## config.mk

```make
export PLATFORM = sky130hd
export DESIGN_NAME = vram_pixel_fetch
export DESIGN_NICKNAME = d
export VERILOG_FILES = /design/src/rtl/vga_pkg.sv /design/src/rtl/pixel_shifter.sv /design/src/rtl/vram_pixel_fetch.sv
export SDC_FILE = /design/constraint.sdc
export NUM_CORES = 1
export LEC_CHECK = 0
export CAP_MARGIN = 20
export CORE_MARGIN = 2
export CORE_UTILIZATION = 50
export CTS_CLUSTER_DIAMETER = 40
export CTS_CLUSTER_SIZE = 30
export DETAILED_ROUTE_END_ITERATION = 12
export GPL_ROUTABILITY_DRIVEN = 0
export HOLD_SLACK_MARGIN = 0.08
export PLACE_DENSITY = 0.78
export REMOVE_ABC_BUFFERS = 1
export SETUP_SLACK_MARGIN = 0.02
export SLEW_MARGIN = 15
export SYNTH_ARGS = -nofsm -noshare
export SYNTH_HDL_FRONTEND = slang
export SYNTH_SLANG_ARGS = --single-unit
```

## constraint.sdc

```tcl
create_clock -name clk -period 3.4 [get_ports clk]
set_input_delay 0.68 -clock clk [delete_from_list [all_inputs] [get_ports clk]]
set_output_delay 0.68 -clock clk [all_outputs]
set_load 0.01 [all_outputs]
```

## src/rtl/vga_pkg.sv

```systemverilog
// Shared VGA / VRAM definitions: colour and address widths, fetch FSM states,
// and the default 640x480 frame with its 320x128 bitmap geometry.
package vga_pkg;

    localparam int unsigned COLOR_W     = 8;
    localparam int unsigned VRAM_AW     = 13;

    localparam int unsigned H_VISIBLE   = 640;
    localparam int unsigned V_VISIBLE   = 480;
    localparam int unsigned H_TOTAL     = 800;
    localparam int unsigned V_TOTAL     = 525;

    localparam int unsigned IMG_W       = 320;
    localparam int unsigned IMG_H       = 128;
    localparam int unsigned IMG_V_SCALE = 3;

    typedef enum logic [1:0] {
        S_IDLE,
        S_PREFETCH,
        S_WAIT,
        S_RUN
    } fetch_state_t;

endpackage

```

## src/rtl/pixel_shifter.sv

```systemverilog
// 8-bit MSB-first pixel shifter. Each bit is held for H_SCALE clocks, and
// 'reload' strobes on the last clock of a byte, when 'data' is taken in.
module pixel_shifter #(
    parameter int unsigned H_SCALE = 2
) (
    input  logic       clk,
    input  logic       nrst,
    input  logic       load,
    input  logic       run,
    input  logic [7:0] data,
    output logic       bit_out,
    output logic       reload
);

    localparam int unsigned    HS_W    = (H_SCALE > 1) ? $clog2(H_SCALE) : 1;
    localparam logic [HS_W-1:0] HS_LAST = HS_W'(H_SCALE - 1);

    logic [7:0]      sreg;
    logic [7:0]      cur_sreg;
    logic [2:0]      pix;
    logic [2:0]      cur_pix;
    logic [HS_W-1:0] hs;
    logic [HS_W-1:0] cur_hs;
    logic            step;
    logic            last_hs;

    // A load is treated as a step taken from a freshly loaded register, so the
    // loading clock already shows bit 7 of the new byte.
    always_comb begin
        cur_sreg = load ? data : sreg;
        cur_pix  = load ? '0 : pix;
        cur_hs   = load ? '0 : hs;
        step     = load | run;
        last_hs  = (cur_hs == HS_LAST);
        bit_out  = cur_sreg[7];
        reload   = step && last_hs && (cur_pix == 3'd7);
    end

    always_ff @(posedge clk) begin
        if (!nrst) begin
            sreg <= '0;
            pix  <= '0;
            hs   <= '0;
        end else if (step) begin
            if (last_hs) begin
                hs <= '0;
                if (cur_pix == 3'd7) begin
                    sreg <= data;
                    pix  <= '0;
                end else begin
                    sreg <= {cur_sreg[6:0], 1'b0};
                    pix  <= cur_pix + 3'd1;
                end
            end else begin
                hs   <= cur_hs + HS_W'(1);
                sreg <= cur_sreg;
                pix  <= cur_pix;
            end
        end
    end

endmodule

```

## src/rtl/vram_pixel_fetch.sv

```systemverilog
// Fetches a 1 bpp bitmap from VRAM and scales it into the 640x480 frame.
// Optional VRAM_PIXEL_FETCH_SCROLL_EN adds scroll_row for vertical scrolling.
module vram_pixel_fetch
    import vga_pkg::*;
#(
    parameter int unsigned BYTES_PER_LINE = IMG_W / 8,
    parameter int unsigned FB_LINES       = IMG_H,
    parameter int unsigned H_SCALE        = H_VISIBLE / IMG_W,
    parameter int unsigned V_SCALE        = IMG_V_SCALE
) (
    input  logic               clk,
    input  logic               nrst,
    input  logic               de_in,
    input  logic               hsync_in,
    input  logic               vsync_in,
    input  logic               line_start,
    input  logic               frame_start,
    input  logic [COLOR_W-1:0] fg_color,
    input  logic [COLOR_W-1:0] bg_color,
    input  logic [COLOR_W-1:0] border_color,
`ifdef VRAM_PIXEL_FETCH_SCROLL_EN
    input  logic [6:0]         scroll_row,
`endif
    output logic [VRAM_AW-1:0] vram_rd_addr,
    input  logic [7:0]         vram_rd_data,
    output logic [COLOR_W-1:0] rgb_out,
    output logic               hsync_out,
    output logic               vsync_out,
    output logic               de_out
);

    localparam int unsigned       REP_W    = (V_SCALE > 1) ? $clog2(V_SCALE) : 1;
    localparam logic [REP_W-1:0]  REP_LAST = REP_W'(V_SCALE - 1);
    localparam logic [6:0]        ROW_LAST = 7'(FB_LINES - 1);
    localparam logic [VRAM_AW-1:0] BPL    = VRAM_AW'(BYTES_PER_LINE);

    fetch_state_t       state;
    logic [6:0]         row;
    logic [REP_W-1:0]   rep;
    logic               image_line;
    logic [5:0]         byte_idx;
    logic [VRAM_AW-1:0] base;
    logic [7:0]         next_byte;
    logic [1:0]         pend;

    logic               rise;
    logic               load;
    logic               run;
    logic               show;
    logic               pix_bit;
    logic               reload;
    logic               issue;
    logic [VRAM_AW-1:0] issue_addr;

`ifdef VRAM_PIXEL_FETCH_SCROLL_EN
    logic [6:0]         row_start;
    logic [7:0]         shown;

    always_comb begin
        row_start = (32'(scroll_row) > FB_LINES - 1) ? ROW_LAST : scroll_row;
    end
`endif

    pixel_shifter #(
        .H_SCALE (H_SCALE)
    ) u_shifter (
        .clk     (clk),
        .nrst    (nrst),
        .load    (load),
        .run     (run),
        .data    (next_byte),
        .bit_out (pix_bit),
        .reload  (reload)
    );

    // In-line fetches step from the last issued address rather than 'base',
    // so a frame_start mid-line cannot redirect the line being drawn.
    always_comb begin
        rise       = de_in & ~de_out;
        load       = (state == S_WAIT) && rise;
        run        = (state == S_RUN) && de_in;
        show       = load || run;
        issue      = 1'b0;
        issue_addr = vram_rd_addr + VRAM_AW'(1);
        if (state == S_IDLE && line_start && image_line) begin
            issue      = 1'b1;
            issue_addr = base;
        end else if (load) begin
            issue = (BYTES_PER_LINE > 1);
        end else if (reload && (32'(byte_idx) + 32'd1 < BYTES_PER_LINE)) begin
            issue = 1'b1;
        end
    end

    always_ff @(posedge clk) begin
        if (!nrst) begin
            state        <= S_IDLE;
            row          <= '0;
            rep          <= '0;
            image_line   <= 1'b0;
            byte_idx     <= '0;
            base         <= '0;
            next_byte    <= '0;
            pend         <= '0;
            vram_rd_addr <= '0;
            rgb_out      <= '0;
            de_out       <= 1'b0;
            hsync_out    <= 1'b1;
            vsync_out    <= 1'b1;
`ifdef VRAM_PIXEL_FETCH_SCROLL_EN
            shown        <= '0;
`endif
        end else begin
            de_out    <= de_in;
            hsync_out <= hsync_in;
            vsync_out <= vsync_in;

            if (!de_in)
                rgb_out <= '0;
            else if (show)
                rgb_out <= pix_bit ? fg_color : bg_color;
            else
                rgb_out <= border_color;

            // Read data is sampled two clocks after its address is registered.
            pend <= {pend[0], issue};
            if (pend[1])
                next_byte <= vram_rd_data;
            if (issue)
                vram_rd_addr <= issue_addr;

            case (state)
                S_IDLE:     if (line_start && image_line) state <= S_PREFETCH;
                S_PREFETCH: if (pend[1]) state <= S_WAIT;
                S_WAIT: begin
                    if (rise) begin
                        byte_idx <= 6'd1;
                        state    <= S_RUN;
                    end
                end
                S_RUN: begin
                    if (issue)
                        byte_idx <= byte_idx + 6'd1;
                    if (!de_in)
                        state <= S_IDLE;
                end
                default:    state <= S_IDLE;
            endcase

            if (frame_start) begin
                rep        <= '0;
                image_line <= 1'b1;
`ifdef VRAM_PIXEL_FETCH_SCROLL_EN
                row        <= row_start;
                base       <= VRAM_AW'(32'(row_start) * BYTES_PER_LINE);
                shown      <= '0;
`else
                row        <= '0;
                base       <= '0;
`endif
            end else if (state == S_RUN && !de_in && image_line) begin
                if (rep == REP_LAST) begin
                    rep <= '0;
`ifdef VRAM_PIXEL_FETCH_SCROLL_EN
                    shown <= shown + 8'd1;
                    if (shown == 8'(FB_LINES - 1))
                        image_line <= 1'b0;
                    if (row == ROW_LAST) begin
                        row  <= '0;
                        base <= '0;
                    end else begin
                        row  <= row + 7'd1;
                        base <= base + BPL;
                    end
`else
                    if (row == ROW_LAST) begin
                        image_line <= 1'b0;
                    end else begin
                        row  <= row + 7'd1;
                        base <= base + BPL;
                    end
`endif
                end else begin
                    rep <= rep + REP_W'(1);
                end
            end
        end
    end

endmodule

```

After elaboration in Yosys (flattened, before gate mapping)
Index checks and enable logic that the tools add are counted.
Widths: inputs -> output; s select.
Storage, ports and cells
  register bits: 77
  input port bits: 39
  output and inout bits: 24
  word-level logic and storage cells: 91
Operators by class
  $add $sub $neg: 8
  magnitude comparators: 1
  equality and inequality tests: 11
  mux-type cells: 27
  bitwise gates (word level): 5
  reduce and logical (&&, ||, !) cells: 23
Operator list (count)
  $mux 8: 5
  $add 13x1->13 const B: 1
  $add 13x6->13 const B: 1
  $mux 13: 1
  $mux 6: 2
  $pmux 6 s2: 1
  $logic_and 1x1->1: 10
  $mux 2: 5
  $mux 1: 9
  $mux 3: 3
  $reduce_and 3->1: 3
  $ne 2x2->1 const B: 4
  $pmux 2 s4: 1
  $reduce_bool 2->1: 4
  $add 6x1->7 const B: 1
  $add 7x1->7 const B: 1
  $eq 7x7->1 const B: 1
  $lt 7x6->1 const B: 1
  $add 6x1->6 const B: 1
  $eq 2x2->1 const B: 3
  $reduce_and 4->1: 1
  $add 3x1->3 const B: 1
  $eq 3x3->1 const B: 1
  $not 1->1: 3
  11 further kinds: 11

Depth between registers and ports, before layout
Gate-level depths: netlist (run 1).
  depth in word-level cells: 12
  mapped depth: 12
  depth with buffers taken out: 10

Cells and area by module
A second synthesis (run 1) with hierarchy kept.
Unflattened totals
  cells, all modules: 441
  area total of the unflattened synthesis: 3826.2 um2
By module, submodules not included
  vram_pixel_fetch: times used 1, cells each 361, area an instance 3125.5 um2, seq. area each 1241.2 um2
  pixel_shifter: times used 1, cells each 80, area an instance 700.7 um2, seq. area each 240.2 um2

Worst setup path after synthesis (run 1)
No wires, ideal clock.
  path kind: input-to-reg
  start: input port de_in
  end: register byte_idx[0]
  setup time: 0.116 ns
  arrival: 2.714 ns
  data required time: 3.284 ns
  slack: 0.570 ns
  cell stages on the path: 8
  buffers on the path: 1
  cell sequence: nand3b_1 > buf_1 > and2_1 > ha_1 > ha_1 > a311oi_2 > or4_1 > o211a_1
Between the ends
  cells in the longest elaborated chain, start to end: 11
  elaborated cells between the ends (all ways): 16
  those cells by class: 3 x eq/ne; 5 x mux; 2 x bitwise; 6 x reduce/logical
RTL lines
  start: declaration: line vram_pixel_fetch.sv:13  | input logic de_in,
  $and 1x1->1: line vram_pixel_fetch.sv:79  | rise = de_in & ~de_out;
  $logic_and 1x1->1: line vram_pixel_fetch.sv:80  | load = (state == S_WAIT) && rise;
  $mux 3, or another cell as far along: line pixel_shifter.sv:31  | cur_pix = load ? '0 : pix;
  $eq 3x3->1 / $logic_and 1x1->1 (equally long branches): line pixel_shifter.sv:36  | reload = step && last_hs && (cur_pix == 3'd7);
  $logic_and 1x1->1: line pixel_shifter.sv:36
  $logic_and 1x1->1: line vram_pixel_fetch.sv:90  | end else if (reload && (32'(byte_idx) + 32'd1 < BYTES_PER_LINE)) begin
  $mux 1: line vram_pixel_fetch.sv:90
  $mux 1: line vram_pixel_fetch.sv:88  | end else if (load) begin
  $mux 1: line vram_pixel_fetch.sv:85  | if (state == S_IDLE && line_start && image_line) begin
  $ne 2x2->1 (no source line)
  $reduce_and 3->1 (no source line) *
  end signal: assignment: line vram_pixel_fetch.sv:143  | byte_idx <= byte_idx + 6'd1;
  end: declaration: line vram_pixel_fetch.sv:41  | logic [5:0] byte_idx;
Every way passes the cells marked *; elsewhere a longest branch is shown, timed or not.
A chain may end at the register's enable or synchronous reset.

Worst setup path after layout (run 1)
  start: input port de_in
  end: register byte_idx[4]
The elaborated chain is that of the path after synthesis.

==> results.md, run 1 <==
- Status: completed
- Slew Limit Fails: 0
- Final #Nets: 543
- Hold Startpoint: u_shifter.sreg[0]
- Slowest cell delay on critical path: 530 ps
- Cell taking the most area after synthesis: dfxtp_1
- Post-synth top area share: 0.3960
- ANT cells: 0
- CP endpoint kind: flip-flop
- H-Tree Depth: 3
- CP arrival: 3110 ps
- Post-synthesis compound-gate area fraction: 0.1916
- PortBufs: 62
- Wirelength, routed: 8971 um
- R2r setup slk: 660 ps
- Core area: 0.007253 mm^2
- Initial antenna violation count: 0
- Multiplexer share of the synthesized area: 0.07592
- CTS tree: done
- Vias/cell: 5.799
- Initial Util: 0.5158
- Post-Synth XOR/XNOR Area: 0.03512
- Largest family of logic cells by synthesized area: simple AND/OR/NAND/NOR gates
- Adder-Cell Fraction of Synth Area: 0.03679
- Largest net degree at the start of global routing: 33
- Pleak: 1.781 nW
- Largest cells by area after synthesis: dfxtp_1 40%, mux2i_1 7.2%, nor2_1 4.9%
- Int Pwr: 1.527 mW
- Logic pwr share: 0.165
- Synth Flop Type: dfxtp_1
- Total setup buffers inserted after CTS: 0
- Setup TNS Final: 0 ps
- Vias in the first global route: 3272
- R2r endpoint: byte_idx[4]
- Worst hold endpoint: u_shifter.sreg[0]
- GR Util met2: 0.3769
- Post-synthesis register bit count: 74
- Share of cells above drive strength 1: 0.08635
- Seq pwr share: 0.447
- Library cells used by synthesis: 54
- DR vias: 3462
- Area growth, synth to finish: 25.79%
- Number of synthesized flops with an enable pin: 0
- Cell count after synthesis: 432
- Sink Count: 74
- Slew margin rel.: 0.4632
- Met1 Use GR: 0.2794
- Most Crowded Layer GR: met2
- Clock-pin slew on the worst setup and hold paths: 80 ps
- Post-synthesis simple-gate area fraction: 0.2227
- Row count: 31
- Die W: 90.50 um
- Antenna viol nets, final: 0
- Wirelength per Cell: 15.03 um
- Post-synthesis sequential area ratio: 0.3960
- Reg2reg start: state[0]
- RSZ-0062 raised after global routing: false
- Critical path, cell by cell: clkdlybuf4s50_1, nand3b_1, and2_1, ha_1, ha_1, a311oi_2, buf_4, nor3_1, o32ai_1
- Post-DP HPWL: 6163 um
- Setup violators final: 0
- Residual DRC: 0
- GRT met3 Usage: 0.06427
- Worst vdd ir: 0.0002206 V
- Critical Path Source Type: input pin
- Ports: 63
- Mapped Avg Cell Area: 8.660 um^2
- Cell count of the worst reg-to-reg path: 10
- Post-CTS Resized: 0
- Final hold violations: 0
- Switching Share: 0.2651
- Asr flop ratio synth: 0
- Sw Pwr: 0.5508 mW
- Max Clk Rate: 0.3515 GHz
- Worst-path fanout max: 12
- Initial DRC Count: 157
- Pin slew with the least headroom to its limit: 799.0 ps
- Worst setup path class: input pin to flip-flop
- Clk_lat worst skew: 370 ps
- Clock buffer count from CTS: 9
- Hold Path Depth: 2
- Slowest cell on crit path: clkdlybuf4s50_1
- Post-route minimum period: 2845 ps
- YS warnings: 0
- CP Launch Point: de_in
- Synth Cell Area: 0.003741 mm^2
- Worst min path class: flip-flop to flip-flop
- DR pass1 iterations: 5
- Total Routing Usage GR: 0.2289
- Die area: 0.008190 mm^2
- Cell Pwr Density: 441.5 mW/mm^2
- CP most frequent cell: ha_1
- Final core utilization: 0.6488
- Clk pwr share: 0.388
- Post-CTS Hold Buffers: 0
- Max-cap violations: 0
- Skew final: 10.33 ps
- First-pass GRT wire length: 15300 um
- CTS Root Cell: clkbuf_8
- GR Overflow Total: 0
- Final period util: 0.8368
- WP data required: 3670 ps
- Die Ht: 90.50 um
- Clk buf depth: 2
==> cells by family after synthesis <==
logic type                 Yosys count
and+or+nand+nor                    169
adders and majority gates           11
xor gates and xnor gates            15
muxes                               28
buffers and inverters               35
AOI/OAI and AO/OA                  100
DFF                                 74
==> registers in the layout, indices dropped and copies added, names as in the netlist <==
| register | flops |
|---|---|
| byte_idx | 6 |
| hsync_out | 1 |
| vram_rd_addr | 13 |
| row | 7 |
| image_line | 1 |
| state | 2 |
| de_out | 1 |
| u_shifter.sreg | 8 |
| vsync_out | 1 |
| next_byte | 8 |
| u_shifter.pix | 3 |
| rep | 2 |
| u_shifter.hs | 1 |
| rgb_out | 8 |
| base | 10 |
| pend | 2 |
==> how the worst max path moves through the flow <==
stage,end,slack (ps),depth (start not counted)
CTS,byte_idx[4],620,9
global placement,byte_idx[4],360,9
global route,byte_idx[4],430,9
floorplan,vram_rd_addr[11],120,7
finish,byte_idx[4],550,9
detailed placement,byte_idx[2],240,9
==> critical path: cells and delay by family <==
family / cells / cell delay [ps]
buf+inv: 2 / 820
compound gates: 2 / 770
simple gates: 3 / 430
fa+ha+maj: 2 / 400
==> layer usage <==
metal  share of wire  up-vias
li1                -     1692
met1            0.42     1608
met2            0.47      143
met3           0.082       19
met4           0.020        0
met5               0        -
==> area by class of cell <==
class	count	area, um^2
clock buffers	12	165.2
clock inverters	4	72.57
fillers	611	2547
inverters	9	33.78
multi-input cells	323	2103
flip-flops and latches	74	1481
well taps	99	123.9
repair buffers	76	725.7
==> power groups by stage <==
stage	Clock [mW]	Combinational, mW	Sequential (mW)
floorplan	0	0.185	0.947
global placement	0	0.331	0.946
detailed placement	0	0.340	0.948
CTS	0.812	0.340	0.928
global route	0.854	0.379	0.934
finish	0.806	0.343	0.929
==> stage by stage <==
stage          instances  area (um^2)  power (mW)  worst slack (ps)  hold WS, ps
6_report             597         4706       2.078             554.7        455.3
5_1_grt              597         4706       2.167             432.7        490.3
4_1_cts              597         4706       2.081             622.9        455.6
3_5_place_dp         581         4468       1.288             241.6        444.8
3_3_place_gp         581         4468       1.277             356.6        439.4
2_1_floorplan        406         3618       1.132             120.1        411.8
==> cell usage in the layout (no fill, tap or decap), types with 12 or more instances in the layout <==
master,instances
xor2_1,14
mux2i_1,27
dfxtp_1,74
clkbuf_8,12
clkdlybuf4s50_1,62
nor2_1,49
a21oi_1,18
nand2_1,45
buf_4,14
nand3_1,15
==> cells in the mapped netlist (4+ instances only) <==
library cell  instances
a211oi_1             10
a21oi_1              18
a22oi_1               9
a31oi_1               7
and2_1                9
and3_1                7
and4_1                4
clkbuf_1             18
dfxtp_1              74
ha_1                 11
inv_1                 8
mux2i_1              27
nand2_1              45
nand2b_1              5
nand3_1              15
nand4_1               6
nor2_1               49
nor3_1               11
o2111ai_1             4
o21a_1                4
o21ai_0              11
o21ai_1               7
o221a_2               4
o311ai_1              7
o31ai_1               4
or4_1                 6
xor2_1               14
Note: power is estimated with default switching activity, not from simulation.
==> run 2, diff against run 1 <==
- clock period: 3.4 -> 2.65 ns (I/O delays scaled with it)
==> run 2 against run 1 <==
Die area did not move. Cell count rose by 0.84%. Sequential share of layout area rose by 0.17 points. Power rose by 15%. Routed wire length fell by 6.2%. Via count fell by 1.0%. Clock skew fell by 3.1 ps. Critical path type is now flip-flop to flip-flop.
==> results.md, run 2 (same netlist as run 1, synthesis figures left out) <==
- Status: completed
- Post-CTS Hold Buffers: 0 (unchanged)
- Post-CTS Resized: 0 (unchanged)
- Slowest cell delay on critical path: 410 ps (-120 ps)
- Pleak: 1.770 nW (-0.64%)
- Fill cells: 645 (+5.6%)
- Initial antenna violation count: 0 (unchanged)
- Vias/cell: 5.693 (-1.8%)
- Die area: 0.008190 mm^2 (unchanged)
- Ports: 63 (unchanged)
- Final period util: 0.9105
- CP most frequent cell: ha_1
- Worst min path class: flip-flop to flip-flop
- Biggest regs: vram_rd_addr x13, base x10
- Hold Path Depth: 2 (unchanged)
- Post-route minimum period: 2413 ps
- Antenna viol nets, final: 0 (unchanged)
- Clk_lat worst skew: 350 ps (-20 ps)
- CTS tree: done
- Critical Path Source Type: flip-flop
- Share of cells above drive strength 1: 0.09145 (+0.005106)
- DR vias: 3427 (-1.0%)
- Wirelength per Cell: 13.99 um (-6.9%)
- Total setup buffers inserted after CTS: 0 (unchanged)
- PortBufs: 62 (unchanged)
- Clock-pin slew on the worst setup and hold paths: 70 ps (about the same)
- First-pass GRT wire length: 14310 um (-6.5%)
- Core area: 0.007253 mm^2 (unchanged)
- Row count: 31 (unchanged)
- Worst vdd ir: 0.0003105 V (+41%)
- RSZ-0062 raised after global routing: false
- DR pass1 iterations: 5 (unchanged)
- Met1 Use GR: 0.2575 (-0.02198)
- Setup violators final: 0 (unchanged)
- Skew final: 7.264 ps (-3.069 ps)
- Final hold violations: 0 (unchanged)
- Clk buf depth: 2 (unchanged)
- Cell Pwr Density: 508.6 mW/mm^2 (+15%)
- Initial DRC Count: 160 (+1.9%)
- Slew Limit Fails: 0 (unchanged)
- Post-DP HPWL: 5970 um (-3.1%)
- CP arrival: 2650 ps (-460 ps)
- GR Util met2: 0.3470 (-0.02985)
- Largest net degree at the start of global routing: 33 (unchanged)
- GR Overflow Total: 0 (unchanged)
- Most Crowded Layer GR: met2
- H-Tree Depth: 3 (unchanged)
- WP data required: 2890 ps (-780 ps)
- Sink Count: 74 (unchanged)
- CP endpoint kind: flip-flop
- Vias in the first global route: 3195 (-2.4%)
- GRT met3 Usage: 0.05593 (-0.008347)
- Final core utilization: 0.6453 (-0.003450)
- Slowest cell on crit path: or2_2
- CTS Root Cell: clkbuf_8
- Worst setup path class: flip-flop to flip-flop
- ANT cells: 0 (unchanged)
- Commonest non-fill, non-tap cell in the layout: dfxtp_1
- Clock buffer count from CTS: 9 (unchanged)
- Cell family with most CP delay: simple AND/OR/NAND/NOR gates
- Residual DRC: 0 (unchanged)
- Max Clk Rate: 0.4145 GHz
- Critical path, cell by cell: inv_1, ha_2, nand3b_1, and2_1, ha_1, ha_1, a311oi_2, buf_4, or2_2, o221a_2
- Pin slew with the least headroom to its limit: 731.8 ps (-67.24 ps)
- Max FFs per register: 13 (unchanged)
- Die W: 90.50 um (unchanged)
- Max-cap violations: 0 (unchanged)
- Worst-path fanout max: 11 (-1)
- Hold WS: 453.8 ps (-1.459 ps)
- Slew margin rel.: 0.5084 (+0.04517)
- Buf/Inv on CP: 2 (unchanged)
- Final #Nets: 549 (+1.1%)
- Area growth, synth to finish: 25.12%
- Initial Util: 0.5158 (unchanged)
- Die Ht: 90.50 um (unchanged)
- Top reg by flops: vram_rd_addr
- Cell count along the critical path: 10 (+1)
- Cell count of the worst reg-to-reg path: 10 (unchanged)
- Total Routing Usage GR: 0.2130 (-0.01592)
- Commonest non-fill, non-tap cells in the layout: 74 x dfxtp_1, 62 x clkdlybuf4s50_1, 49 x nor2_1, 45 x nand2_1, 27 x mux2i_1
- Wirelength, routed: 8419 um (-6.2%)
## run 2: cell count changes in the layout (fill, tap and decap cells not counted), sizes merged
cell    previous run  this run
buf               14        20
bufinv             2         0
clkinv             1         2
## run 2: area by class of cell
type	count	area (um^2)	share of cell area
multi-input combinational	323	2106	0.4499
sequential	74	1481	0.3165
timing repair buffer	82	783.3	0.1673
clock buffer	12	135.1	0.02887
tap	99	123.9	0.02646
inverter	9	33.78	0.007217
clock inverter	3	17.52	0.003742
## run 2: worst paths after layout
kind / end / slack (ps) / from
min reg2reg: u_shifter.sreg[0] / 450 / u_shifter.sreg[0]
max reg2reg: vram_rd_addr[8] / 240 / state[0]
max: vram_rd_addr[8] / 240 / state[0]
min: u_shifter.sreg[0] / 450 / u_shifter.sreg[0]
## run 2: worst register-to-register path, stage by stage, from the launching register on
cell,delay [ps]
dfxtp_1,360
inv_1,100
ha_2,230
nand3b_1,140
and2_1,150
ha_1,150
ha_1,170
a311oi_2,100
buf_4,180
or2_2,410
o221a_2,320
## run 2: layer usage
metal | part of all wire | vias up
li1 | - | 1706
met1 | 0.45 | 1615
met4 | 0.018 | 0
met2 | 0.47 | 96
met5 | 0 | -
met3 | 0.062 | 10
## run 2: through the flow
step / worst slack, ps / cells / power, mW / instance area (um^2) / TNS, ps
after detailed placement: -101.7 / 587 / 1.674 / 4526 / -626.6
after global routing: 49.29 / 602 / 2.501 / 4681 / 0
after floorplan: -603.1 / 406 / 1.452 / 3618 / -10480
after CTS: 147.7 / 602 / 2.395 / 4678 / 0
final: 237.3 / 602 / 2.380 / 4681 / 0
after global placement: 21.03 / 587 / 1.657 / 4526 / 0
## run 2: power breakdown
part | total (mW) | switching (mW) | internal, mW
registers | 1.19 | 0.0372 | 1.15
clock network | 0.728 | 0.395 | 0.332
logic | 0.463 | 0.242 | 0.221
==> run 3, diff against run 2 <==
- GPL_ROUTABILITY_DRIVEN: 0 -> unset
- RECOVER_POWER: unset -> 50
- SYNTH_HIERARCHICAL: unset -> 1
==> run 3 against run 2 <==
Clock-buffer cell count fell by 1. Via count rose by 5.9%. Die area rose by 2.2%. First-iteration DRC count rose by 41%. Worst hold slack improved by 5.8 ps. Critical path type unchanged.
==> results.md, run 3 <==
- Die Ht: 91.48 um (+1.1%)
- Die area: 0.008368 mm^2 (+2.2%)
- PortBufs: 62 (unchanged)
- GPL Wtd Cong: 0.8732
- Post-synth top area share: 0.3872 (-0.008805)
- Max-cap violations: 0 (unchanged)
- Slowest cell delay on critical path: 520 ps (+110 ps)
- Final core utilization: 0.6757 (+0.03038)
- Asr flop ratio synth: 0 (unchanged)
- Slowest cell on crit path: or4_4
- Cell Count Post-Placement: 602 (+2.6%)
- Worst setup path class: flip-flop to flip-flop
- CTS Root Cell: clkbuf_8
- Commonest non-fill, non-tap cell in the layout: dfxtp_1
- Worst vdd ir: 0.0003182 V (+2.5%)
- Mapped Avg Cell Area: 8.676 um^2 (+0.19%)
- Area growth, synth to finish: 29.46%
- Number of synthesized flops with an enable pin: 0 (unchanged)
- Post-synthesis register bit count: 74 (unchanged)
- YS warnings: 6 (+6)
- H-Tree Depth: 3 (unchanged)
- Non-Filler Instances: 625 (+3.8%)
- Status: completed
- Cell Pwr Density: 538.6 mW/mm^2 (+5.9%)
- Post-route minimum period: 2614 ps (+201.7 ps)
- RSZ-0062 raised after global routing: true
- Synth Flop Type: dfxtp_1
- CP arrival: 2880 ps (+230 ps)
- ANT cells: 0 (unchanged)
- Post-DP Area: 0.004612 mm^2 (+1.9%)
- Final period util: 0.9866 (+0.07613)
- Dpl ws: -435.8 ps (-334.2 ps)
- Setup ws final: 35.53 ps (-201.7 ps)
- Initial Util: 0.5219 (+0.006148)
- Sink Count: 74 (unchanged)
- Vias in the first global route: 3430 (+7.4%)
- Total Routing Usage GR: 0.2331 (+0.02014)
- Cell family with most CP delay: simple AND/OR/NAND/NOR gates
- Setup TNS Final: 0 ps (unchanged)
- Largest cells by area after synthesis: dfxtp_1 39%, mux2i_1 4.4%, nor2_1 4.2%
- Clk_lat worst skew: 350 ps (about the same)
- Slew margin rel.: 0.5279 (+0.01949)
- First-pass GRT wire length: 15900 um (+11%)
- Cell area after layout: 0.004954 mm^2 (+5.8%)
- Library cells used by synthesis: 65 (+20%)
- Initial antenna violation count: 0 (unchanged)
- CTS tree: done
- GR Overflow Total: 0 (unchanged)
- Top reg by flops: vram_rd_addr
- Max Clk Rate: 0.3825 GHz (-7.7%)
- Top post-synthesis cells by count: 74 x dfxtp_1, 43 x nor2_1, 32 x nand2_1
- Worst-path fanout max: 6 (-5)
- Most common cell in the netlist: dfxtp_1
- Pin slew with the least headroom to its limit: 708.2 ps (-23.61 ps)
- Antenna viol nets, final: 0 (unchanged)
- Share of cells above drive strength 1: 0.1464 (+0.05494)
- Commonest non-fill, non-tap cells in the layout: 73 x dfxtp_1, 60 x clkdlybuf4s50_1, 42 x nor2_1, 32 x nand2_1, 29 x buf_4
- Clk buf depth: 2 (unchanged)
- Clock-pin slew on the worst setup and hold paths: 80 ps (about the same)
- Wirelength, routed: 9760 um (+16%)
- Final hold violations: 0 (unchanged)
- Largest net degree at the start of global routing: 27 (-18%)
- Core area: 0.007331 mm^2 (+1.1%)
- Post-DP HPWL: 6532 um (+9.4%)
- Row count: 31 (unchanged)
- Ports: 63 (unchanged)
- Cell taking the most area after synthesis: dfxtp_1
- Slew Limit Fails: 0 (unchanged)
- Biggest regs: vram_rd_addr x13, base x10
- Post-CTS Hold Buffers: 0 (unchanged)
- Vias/cell: 5.805 (+2.0%)
- DR pass1 iterations: 4 (-1)
- Max FFs per register: 13 (unchanged)
- Pleak: 1.772 nW (+0.11%)
- Skew final: 13.56 ps (+6.293 ps)
- Post-synthesis sequential area ratio: 0.3872 (-0.008805)
- Setup violators final: 0 (unchanged)
- Initial DRC Count: 226 (+41%)
- Cell count after synthesis: 441 (+2.1%)
- Clock buffer count from CTS: 9 (unchanged)
- Residual DRC: 0 (unchanged)
- Wirelength per Cell: 15.62 um (+12%)
- Buf/Inv on CP: 3 (+1)
- Die W: 91.48 um (+1.1%)
- WP data required: 2920 ps (+30 ps)
- DR vias: 3628 (+5.9%)
- Worst min path class: flip-flop to flip-flop
- Synth Cell Area: 0.003826 mm^2 (+2.3%)
- Critical path, cell by cell: inv_1, ha_2, nand3b_1, inv_2, nor2b_2, ha_2, ha_2, and3_4, nor2b_4, o21a_4, nor2_2, buf_6, or4_4, o211ai_1
- Critical Path Source Type: flip-flop
- Final #Nets: 572 (+4.2%)
- CP endpoint kind: flip-flop
- CP most frequent cell: ha_2
[run 3: changes by cell type in the layout (fill, tap and decap cells not counted), sizes merged, moves of 8 or more]
cell   change
nand4      +8
nor2b     +20
mux2i     -11
nand2     -12
xor2       -9
buf       +11
[run 3: path summary, 6_finish.rpt]
check / slack (ps) / to / startpoint / cells after the start
hold / removal: 460 / pend[1] / pend[0] / 1
setup reg to reg: 40 / vram_rd_addr[3] / state[0] / 14
hold reg to reg: 460 / pend[1] / pend[0] / 1
setup / recovery: 40 / vram_rd_addr[3] / state[0] / 14
[run 3: metrics by stage]
step / hold slack [ps] / power (mW)
final: 459.6 / 2.668
after global routing: 467.8 / 2.782
after CTS: 457.5 / 2.660
after detailed placement: 440.9 / 1.692
after global placement: 418.9 / 1.670
after floorplan: 411.8 / 1.450
[run 3: what timing repair did]
action	in CTS	in global routing
cloned	1	0
resized for setup	11	9
setup buffers	4	3
endpoints found under the setup margin	12	19
pin swaps	6	7
[run 3: layout make-up]
cell class | instances | area, um^2
clock buffers | 11 | 141.4
clock inverters | 4 | 76.32
fillers | 579 | 2377
inverters | 11 | 41.29
multi-input cells | 333 | 2235
flip-flops and latches | 74 | 1483
well taps | 99 | 123.9
repair buffers | 93 | 853.3
[run 3: cells by family (layout without fill, tap and decap cells)]
kind of cell | after synthesis | count (layout) | share of synthesized area
and+or+nand+nor | 186 | 186 | 0.2590
AOI/OAI and AO/OA | 105 | 105 | 0.1956
DFF | 74 | 74 | 0.3872
buffers and inverters | 34 | 119 | 0.04512
muxes | 18 | 18 | 0.04742
xor gates and xnor gates | 13 | 13 | 0.02976
adders and majority gates | 11 | 11 | 0.03597
[run 3: metal layers]
layer	up-vias	routed length (um)	GRT usage
li1	1790	-	-
met1	1759	4160	0.2861
met3	6	415	0.05892
met2	73	5105	0.4044
met4	0	79	0.06187
met5	-	0	0
[run 3: worst reg2reg max path, stage by stage (launching register included)]
cell and delay [ps]:
dfxtp_2 330, inv_1 50, ha_2 180, nand3b_1 120, inv_2 80, nor2b_2 150
ha_2 190, ha_2 170, and3_4 190, nor2b_4 140, o21a_4 150, nor2_2 50
buf_6 140, or4_4 520, o211ai_1 90
[run 3: report_power, final]
part           internal (mW)  total, mW  switching, mW
Combinational          0.253      0.502          0.249
Clock                  0.553      0.967          0.414
Sequential              1.16       1.20         0.0398
